$ cat src/rtl/rec_engine_pkg.sv
// Shared definitions for the recurrence engine: FSM encoding and the
// signed saturation limits for a given data width.
package rec_engine_pkg;

   typedef enum logic [1:0] {
      ST_IDLE = 2'd0,
      ST_RUN  = 2'd1,
      ST_DONE = 2'd2
   } state_t;

   localparam int LIM_W = 64;

   function automatic logic signed [LIM_W-1:0] sat_max(input int w);
      sat_max = (64'sd1 <<< (w - 1)) - 64'sd1;
   endfunction

   function automatic logic signed [LIM_W-1:0] sat_min(input int w);
      sat_min = -(64'sd1 <<< (w - 1));
   endfunction

endpackage

$ cat src/rtl/rec_step.sv
// One step of y' = (y << k) + x, evaluated exactly in W+2^KW bits, then
// either clamped or truncated back to W bits.
module rec_step
   import rec_engine_pkg::*;
#(
   parameter int W  = 32,
   parameter int KW = 3
) (
   input  logic [W-1:0]  y,
   input  logic [W-1:0]  x,
   input  logic [KW-1:0] k,
   input  logic          sat,
   output logic [W-1:0]  y_next,
   output logic          ovf
);

   localparam int S = W + (2 ** KW);
   localparam logic signed [S-1:0] S_MAX = S'(sat_max(W));
   localparam logic signed [S-1:0] S_MIN = S'(sat_min(W));

   logic signed [S-1:0] y_ext_s;
   logic signed [S-1:0] x_ext_s;
   logic signed [S-1:0] sum_s;
   logic                hi_s;
   logic                lo_s;

   assign y_ext_s = {{(S - W){y[W-1]}}, y};
   assign x_ext_s = {{(S - W){x[W-1]}}, x};
   assign sum_s   = (y_ext_s <<< k) + x_ext_s;
   assign hi_s    = (sum_s > S_MAX);
   assign lo_s    = (sum_s < S_MIN);

   // Out of range in either direction is an overflow in both modes.
   always_comb begin
      y_next = sum_s[W-1:0];
      ovf    = 1'b0;
      if (hi_s) begin
         ovf = 1'b1;
         if (sat) begin
            y_next = S_MAX[W-1:0];
         end else begin
            y_next = sum_s[W-1:0];
         end
      end else if (lo_s) begin
         ovf = 1'b1;
         if (sat) begin
            y_next = S_MIN[W-1:0];
         end else begin
            y_next = sum_s[W-1:0];
         end
      end else begin
         ovf    = 1'b0;
         y_next = sum_s[W-1:0];
      end
   end

endmodule

$ cat src/rtl/rec_engine.sv
// First-order recurrence engine y(n) = (y(n-1) << k) + x(n) with a
// start/busy/done command handshake and a valid/ready sample stream.
module rec_engine
   import rec_engine_pkg::*;
#(
   parameter int W  = 32,
   parameter int NW = 8,
   parameter int KW = 3
) (
   input  logic          clk,
   input  logic          rst,
   input  logic          start,
   input  logic [NW-1:0] n_iter,
   input  logic [KW-1:0] k,
   input  logic          sat,
   input  logic [W-1:0]  y0,
   input  logic [W-1:0]  x,
   input  logic          x_valid,
   output logic          x_ready,
   output logic          busy,
   output logic          done,
   output logic [W-1:0]  y,
   output logic          ovf
);

   state_t        state_r;
   logic [NW-1:0] cnt_r;
   logic [NW-1:0] n_r;
   logic [KW-1:0] k_r;
   logic          sat_r;
   logic [W-1:0]  y_r;
   logic          ovf_r;
   logic          busy_r;
   logic          done_r;
   logic [W-1:0]  step_y_s;
   logic          step_ovf_s;

   rec_step #(
      .W  (W),
      .KW (KW)
   ) u_step (
      .y      (y_r),
      .x      (x),
      .k      (k_r),
      .sat    (sat_r),
      .y_next (step_y_s),
      .ovf    (step_ovf_s)
   );

   // x_ready is a pure state decode so there is no input-to-output path.
   assign x_ready = (state_r == ST_RUN);
   assign busy    = busy_r;
   assign done    = done_r;
   assign y       = y_r;
   assign ovf     = ovf_r;

   // Control FSM, iteration counter, parameter latches and result registers.
   always_ff @(posedge clk or negedge rst) begin
      if (!rst) begin
         state_r <= ST_IDLE;
         cnt_r   <= '0;
         n_r     <= '0;
         k_r     <= '0;
         sat_r   <= 1'b0;
         y_r     <= '0;
         ovf_r   <= 1'b0;
         busy_r  <= 1'b0;
         done_r  <= 1'b0;
      end else begin
         case (state_r)
            ST_IDLE: begin
               done_r <= 1'b0;
               if (start) begin
                  n_r    <= n_iter;
                  k_r    <= k;
                  sat_r  <= sat;
                  y_r    <= y0;
                  cnt_r  <= '0;
                  ovf_r  <= 1'b0;
                  busy_r <= 1'b1;
                  if (n_iter == '0) begin
                     state_r <= ST_DONE;
                     done_r  <= 1'b1;
                  end else begin
                     state_r <= ST_RUN;
                  end
               end
            end
            ST_RUN: begin
               if (x_valid) begin
                  y_r   <= step_y_s;
                  ovf_r <= ovf_r | step_ovf_s;
                  cnt_r <= cnt_r + NW'(1);
                  // n_r is at least 1 here, so n_r-1 cannot underflow.
                  if (cnt_r == (n_r - NW'(1))) begin
                     state_r <= ST_DONE;
                     done_r  <= 1'b1;
                  end
               end
            end
            ST_DONE: begin
               done_r  <= 1'b0;
               busy_r  <= 1'b0;
               state_r <= ST_IDLE;
            end
            default: begin
               state_r <= ST_IDLE;
               busy_r  <= 1'b0;
               done_r  <= 1'b0;
            end
         endcase
      end
   end

endmodule

$ cat config.mk
export PLATFORM = sky130hd
export DESIGN_NAME = rec_engine
export DESIGN_NICKNAME = d
export VERILOG_FILES = /design/src/rtl/rec_engine_pkg.sv /design/src/rtl/rec_step.sv /design/src/rtl/rec_engine.sv
export SDC_FILE = /design/constraint.sdc
export NUM_CORES = 1
export LEC_CHECK = 0
export BUFFER_PORTS_ARGS = -buffer_cell sky130_fd_sc_hd__buf_2
export CAP_MARGIN = 20
export CORE_AREA = 8 8 124 126
export DETAILED_ROUTE_END_ITERATION = 10
export DIE_AREA = 0 0 132 134
export PLACE_DENSITY_LB_ADDON = 0.15
export SLEW_MARGIN = 20
export SYNTH_ARGS = -nofsm -noshare
export SYNTH_HDL_FRONTEND = slang
export SYNTH_SLANG_ARGS = --single-unit
$ cat constraint.sdc
create_clock -name clk -period 6.7 [get_ports clk]
set_clock_uncertainty 0.15 [all_clocks]
set_input_delay 2.01 -clock clk [delete_from_list [all_inputs] [get_ports clk]]
set_output_delay 2.01 -clock clk [all_outputs]
set_load 0.05 [all_outputs]
==> results of run 1 <==
==> metal layers <==
layer | global-route usage (%) | routed length (um) | share of wire (%)
met5 | 0 | 0 | 0
met4 | 8.04 | 485 | 2.1
met3 | 4.08 | 1150 | 5.0
met2 | 42.4 | 10800 | 47
met1 | 34.2 | 10300 | 45
==> worst paths after layout <==
check | endpoint | slack [ns]
worst min-delay path | busy | 0.34
worst max-delay path | y[28] | 1.16
max in group asynchronous | k_r[1] | 4.12
worst min register to register | busy | 0.34
worst max register to register | y[27] | 1.24
min in group asynchronous | cnt_r[7] | 1.68
==> registers in the layout, summed over array words and instances (netlist names) <==
register and flops:
busy 1, state_r 2, cnt_r 8, k_r 3, n_r 8, y 32
done 1, sat_r 1, ovf 1
==> cells in the mapped netlist (6+ instances only) <==
cell type / number / share of area, %
clkbuf_1: 30 / 1.7
dfrtp_1: 57 / 22
mux2i_1: 12 / 1.8
and2_1: 8 / 0.76
nand2_2: 21 / 2.0
inv_1: 11 / 0.62
o22ai_1: 7 / 0.66
nand2_1: 93 / 5.3
o211ai_1: 9 / 1.0
a21oi_1: 56 / 4.2
or3_1: 26 / 2.5
a21o_1: 13 / 1.5
nor3_1: 14 / 1.1
nor2_1: 56 / 3.2
a21oi_2: 24 / 3.2
nor2b_1: 9 / 0.85
nand4_1: 21 / 2.0
xnor2_1: 29 / 3.8
mux2_2: 27 / 4.6
o21ai_0: 67 / 5.1
a211oi_1: 8 / 0.91
buf_2: 18 / 1.4
o21bai_1: 12 / 1.4
mux4_2: 16 / 5.5
xor2_1: 21 / 2.8
nand3_1: 13 / 0.98
o21a_1: 6 / 0.68
ha_1: 41 / 7.8
==> final cells by class <==
cell class | instances | area (um2)
fill | 1310 | 5960
tap | 180 | 225
timing repair buffer | 126 | 678
multi-input combinational | 675 | 4870
clock buffer | 10 | 229
inverter | 13 | 48.8
sequential | 57 | 1430
clock inverter | 6 | 67.6
==> worst max-delay path, delay by kind of cell <==
family | cells | cell delay (ns)
and+or+nand+nor | 3 | 1.06
buffers and inverters | 1 | 0.10
AOI/OAI and AO/OA | 7 | 1.77
adders and majority gates | 2 | 0.64
==> kinds of logic after synthesis <==
group,share of synthesized area (%)
AND/OR/NAND/NOR,21.4
AO/OA/AOI/OAI,25.3
buffers and inverters,4.87
flip-flops,21.6
multiplexers,11.9
XOR/XNOR,6.87
adder cells (fa/ha/maj),8.07
==> through the flow <==
| stage | area [um2] | setup slack (ns) | hold slack (ns) |
|---|---|---|---|
| finish | 7540 | 1.16 | 0.339 |
| floorplan | 6610 | 1.42 | 0.299 |
| detailed placement | 7230 | 0.842 | 0.334 |
| CTS | 7520 | 1.19 | 0.345 |
| global placement | 7230 | 0.935 | 0.331 |
| global route | 7540 | 0.961 | 0.394 |
==> run metrics, run 1 <==
CTS tree yes; RR Startpoint k_r[2]; WS Path Type primary input to flop; routed wire length 22.8 mm; share of layout cells above drive strength 1 28.4%; Final Instance Count excl. Fillers 1067; commonest non-fill, non-tap cell in the layout buf_2; initial antenna violation count 0; row cnt 43; CTS max path bufs 2; diode count 0; Max Freq 180 MHz; CTS H-tree lvls 3; root buffer cell clkbuf_16; Avg WL per Cell 21.4 um; cell area after synthesis 6610 um2; placed insts 1050; Port Buffer Count 115; synthesized flop and latch total 57; Congestion Overflow GR 0; largest net degree at the start of global routing 58; antenna viol nets, final 0; nets 1004; CP arrival 5.58 ns; Syn Nets 921; Seq/Total Area, Yosys 21.6%; ys flop type dfrtp_1; first-pass GRT wire length 36.7 mm; vias in the first global route 6709; Syn-to-layout area delta 14.1%; DR iter-0 viols 454; die span in y 134 um; CP cell instances buf_2 -> ha_1 -> fa_1 -> a21o_1 -> a221o_1 -> a221oi_2 -> a21oi_2 -> and3_4 -> or3_4 -> a21oi_2 -> a31oi_4 -> nor2_8 -> a21oi_1; Fin Setup TNS 0 ns; asr flop ratio synth 100%; DRT Pass-1 Iters 5; io pins 116; Post-CTS Hold Buffers 0; critical path's slowest cell a221oi_2; worst rel slew slack 46.5%; post-DP HPWL 17.7 mm; Post-Syn Instances 799; Critical Path Start Type primary input; via count 6547; Slew Limit Fails 0; cells on worst reg2reg path 14; setup repair bufs after CTS 0; Post-synth EDFFs 0; PostCTS Resize Cnt 0; Hold Path Cell Cnt 1; die area 17700 um2; gp weighted congestion 0.932; Worst setup EP type flop; CTS Buf Count 9; Fin. Hold Viols 0; Ys Warns 0; global-route usage over all layers 25.8%; most frequent cells in the layout buf_2, nand2_1, o21ai_0; drt drc 0; RSZ-0062 raised after global routing false; Min Clock Period, post-route 5.54 ns; final number of setup-violating endpoints 0; largest fanout on the critical path 23; Worst Hold Class flop to flop; CP Data Required Time 6.74 ns; Mean Syn Cell Area 8.27 um2; Netlist cell types 74; hold_sp state_r[1]; Least-Margin Pin Slew 0.803 ns; Core Box Area 13500 um2; Starting Density 48.9%; CP max stage delay 0.50 ns; die width 132 um; clk sink count 57; Final period util 82.7%; CP most frequent cell a21oi_2; Reg clk slew, reported paths 0.06 ns; vias per inst 6.14; Util after Layout 55.9%; Clock Latency Late Sink 0.34 ns; Critical Path Source x[0]; Max Cap Viol 0; status finished clean
Power of run 1 is not shown: default switching activity piles up to over one toggle a cycle in this logic, so the estimate is an artifact.
==> run 2, diff against run 1 <==
Settings changed: ABC_AREA set to 1, CORE_AREA 8 8 124 126 to 8 8 130 132, DIE_AREA 0 0 132 134 to 0 0 138 140.
Clock period 6.7 ns to 5.4 ns, I/O delays scaled along.
==> run metrics, run 2 <==
Syn-to-layout area delta 14.0%; nets 1501 (+50%); r2r setup slk 0.97 ns (-0.27 ns); status finished clean; setup repair bufs after CTS 0 (unchanged); most frequent cells in the layout nand2_1, inv_1, buf_2; routed wire length 23.0 mm (+0.93%); io pins 116 (unchanged); Starting Density 48.7% (-0.19 points); CTS tree yes; global-route usage over all layers 23.3% (-2.5 points); ys flop type dfrtp_1; Slew Limit Fails 0 (unchanged); Worst setup EP type flop; most numerous cell in the Yosys netlist nand2_1; cell family with most CP delay simple AND/OR/NAND/NOR gates; final number of setup-violating endpoints 0 (unchanged); asr flop ratio synth 100% (unchanged); most instantiated cells after synthesis nand2_1, inv_1, o21ai_0; sequential cell area 1430 um2 (about the same); Fin. Hold Viols 0 (unchanged); RSZ-0062 raised after global routing false; via count 8138 (+24%); Yosys top cell by area nand2_1; commonest non-fill, non-tap cell in the layout nand2_1; antenna viol nets, final 0 (unchanged); PostCTS Resize Cnt 0 (unchanged); Final period util 82.1%; Post-CTS Hold Buffers 0 (unchanged); critical path's slowest cell inv_1; post-DP HPWL 18.9 mm (+6.8%); CP Data Required Time 5.47 ns (-1.27 ns); Min Clock Period, post-route 4.43 ns; CP cell instances inv_1 -> nand2_1 -> nand3_1 -> o21ai_0 -> o21ai_0 -> ha_1 -> nand2_1 -> inv_1 -> nand2_1 -> nand2_1 -> a21oi_1 -> o21bai_1 -> nand2_1 -> nand3_1 -> xor2_2 -> inv_1 -> nand3_4 -> nand3_1 -> nand2_1 -> nand2_1 -> nand2_1; Clock Latency Late Sink 0.33 ns (about the same); DRT Pass-1 Iters 5 (unchanged); vias per inst 5.18 (-16%); vias in the first global route 7532 (+12%); die area 19300 um2 (+9.2%); Fin Setup TNS 0 ns (unchanged); initial antenna violation count 0 (unchanged); CP max stage delay 0.64 ns (+0.14 ns); worst rel slew slack 41.2% (-5.2 points); max FFs per register 32 (unchanged); area of the multi-input gates 4970 um2 (+2.1%); Congestion Overflow GR 0 (unchanged); die span in y 140 um (+4.5%); Seq/Total Area, Yosys 19.7% (-1.9 points); Reg clk slew, reported paths 0.05 ns (about the same); Yosys top cell area share 27.8% (+6.2 points); Avg WL per Cell 14.6 um (-31%); gp weighted congestion 0.968 (+3.9%); fillers 1587 (+21%); row cnt 45 (+4.7%); DR iter-0 viols 853 (+88%); Ys Warns 0 (unchanged); Netlist cell types 38 (-49%); synthesized flop and latch total 57 (unchanged); first-pass GRT wire length 37.5 mm (+2.2%); Critical Path Start Type flop; die width 138 um (+4.5%); Max Freq 226 MHz; Syn Nets 1403 (+52%); CTS H-tree lvls 3 (unchanged); largest fanout on the critical path 32 (+39%); largest net degree at the start of global routing 37 (-36%); root buffer cell clkbuf_16; Least-Margin Pin Slew 0.881 ns (+0.0774 ns); Final Instance Count excl. Fillers 1572 (+47%); Post-synth EDFFs 0 (unchanged); Core Box Area 14900 um2 (+10%); placed insts 1556 (+48%); drt drc 0 (unchanged); diode count 0 (unchanged); Buffers & Inverters on Critical Path 3 (+2); CP most frequent cell nand2_1; CTS max path bufs 2 (unchanged); CP arrival 4.50 ns (-1.08 ns); Mean Syn Cell Area 5.66 um2 (-32%); largest cells by area after synthesis nand2_1, dfrtp_1, inv_1; cell area after synthesis 7250 um2 (+9.6%); WS Path Type flop to flop; Worst Hold Class flop to flop; Post-Syn Instances 1281 (+60%); Port Buffer Count 115 (unchanged); Max Cap Viol 0 (unchanged); CTS Buf Count 9 (unchanged); share of layout cells above drive strength 1 14.2% (-14 points); clk sink count 57 (unchanged)
[run 2: cell types whose count changed after synthesis, moves of 18 or more]
| cell | change |
|---|---|
| nand2_1 | +443 |
| inv_1 | +153 |
| nand3_1 | +82 |
| o21ai_0 | +30 |
| mux2_2 | -27 |
| or3_1 | -26 |
| a21oi_2 | -22 |
| nand4_1 | -20 |
| nor2_1 | +19 |
| buf_2 | -18 |
[run 2: kinds of logic (layout without fill, tap and decap cells)]
family,count (synthesis),after routing,share of synthesized area [%]
flops,57,57,19.7
fa+ha+maj,42,42,7.36
mux,3,3,0.414
simple gates,774,774,44.5
buf+inv,209,312,11.8
xor+xnor,40,40,4.94
compound gates,156,156,11.3
[run 2: per-stage QoR]
step / hold WS [ns] / instance area [um2] / util, % / worst slack, ns
2_1_floorplan: 0.309 / 7250 / - / 1.56
3_3_place_gp: 0.335 / 7940 / 53.4 / 1.01
3_5_place_dp: 0.338 / 7940 / 53.4 / 1.01
4_1_cts: 0.352 / 8260 / 55.6 / 1.09
5_1_grt: 0.387 / 8260 / 55.6 / 0.518
6_report: 0.353 / 8260 / 55.6 / 0.967
[run 2: layer usage]
| layer | up-vias | wire length (um) | part of all wire, % | GRT usage, % |
|---|---|---|---|---|
| met4 | 0 | 385 | 1.7 | 5.78 |
| li1 | 4207 | - | - | - |
| met5 | - | 0 | 0 | 0 |
| met3 | 25 | 1790 | 7.8 | 3.14 |
| met2 | 316 | 9480 | 41 | 34.4 |
| met1 | 3590 | 11300 | 49 | 34.7 |
[run 2: worst register-to-register path, cell delays in order, from the launching register on]
cell and delay (ns):
dfrtp_1 0.37, inv_1 0.64, nand2_1 0.16, nand3_1 0.10, o21ai_0 0.14, o21ai_0 0.39, ha_1 0.36, nand2_1 0.15
inv_1 0.05, nand2_1 0.06, nand2_1 0.06, a21oi_1 0.25, o21bai_1 0.13, nand2_1 0.12, nand3_1 0.14, xor2_2 0.19
inv_1 0.12, nand3_4 0.33, nand3_1 0.24, nand2_1 0.06, nand2_1 0.06, nand2_1 0.04
[run 2: cell type report]
cell class                 count  share of cell area (%)
clock buffer                  11                    2.94
clock inverter                 5                   0.955
inverter                     168                    7.70
multi-input combinational   1015                    60.1
sequential                    57                    17.3
tap                          188                    2.85
timing repair buffer         128                    8.15
[run 2: path summary, 6_finish.rpt]
check,from,to,depth (start not counted)
worst max-delay path,k_r[0],y[2],21
worst min-delay path,n_r[7],n_r[7],2
worst max register to register,k_r[0],y[2],21
worst min register to register,n_r[7],n_r[7],2
max in group asynchronous,rst,cnt_r[0],2
min in group asynchronous,rst,y[5],1
Power of run 2 is left out for the same reason.
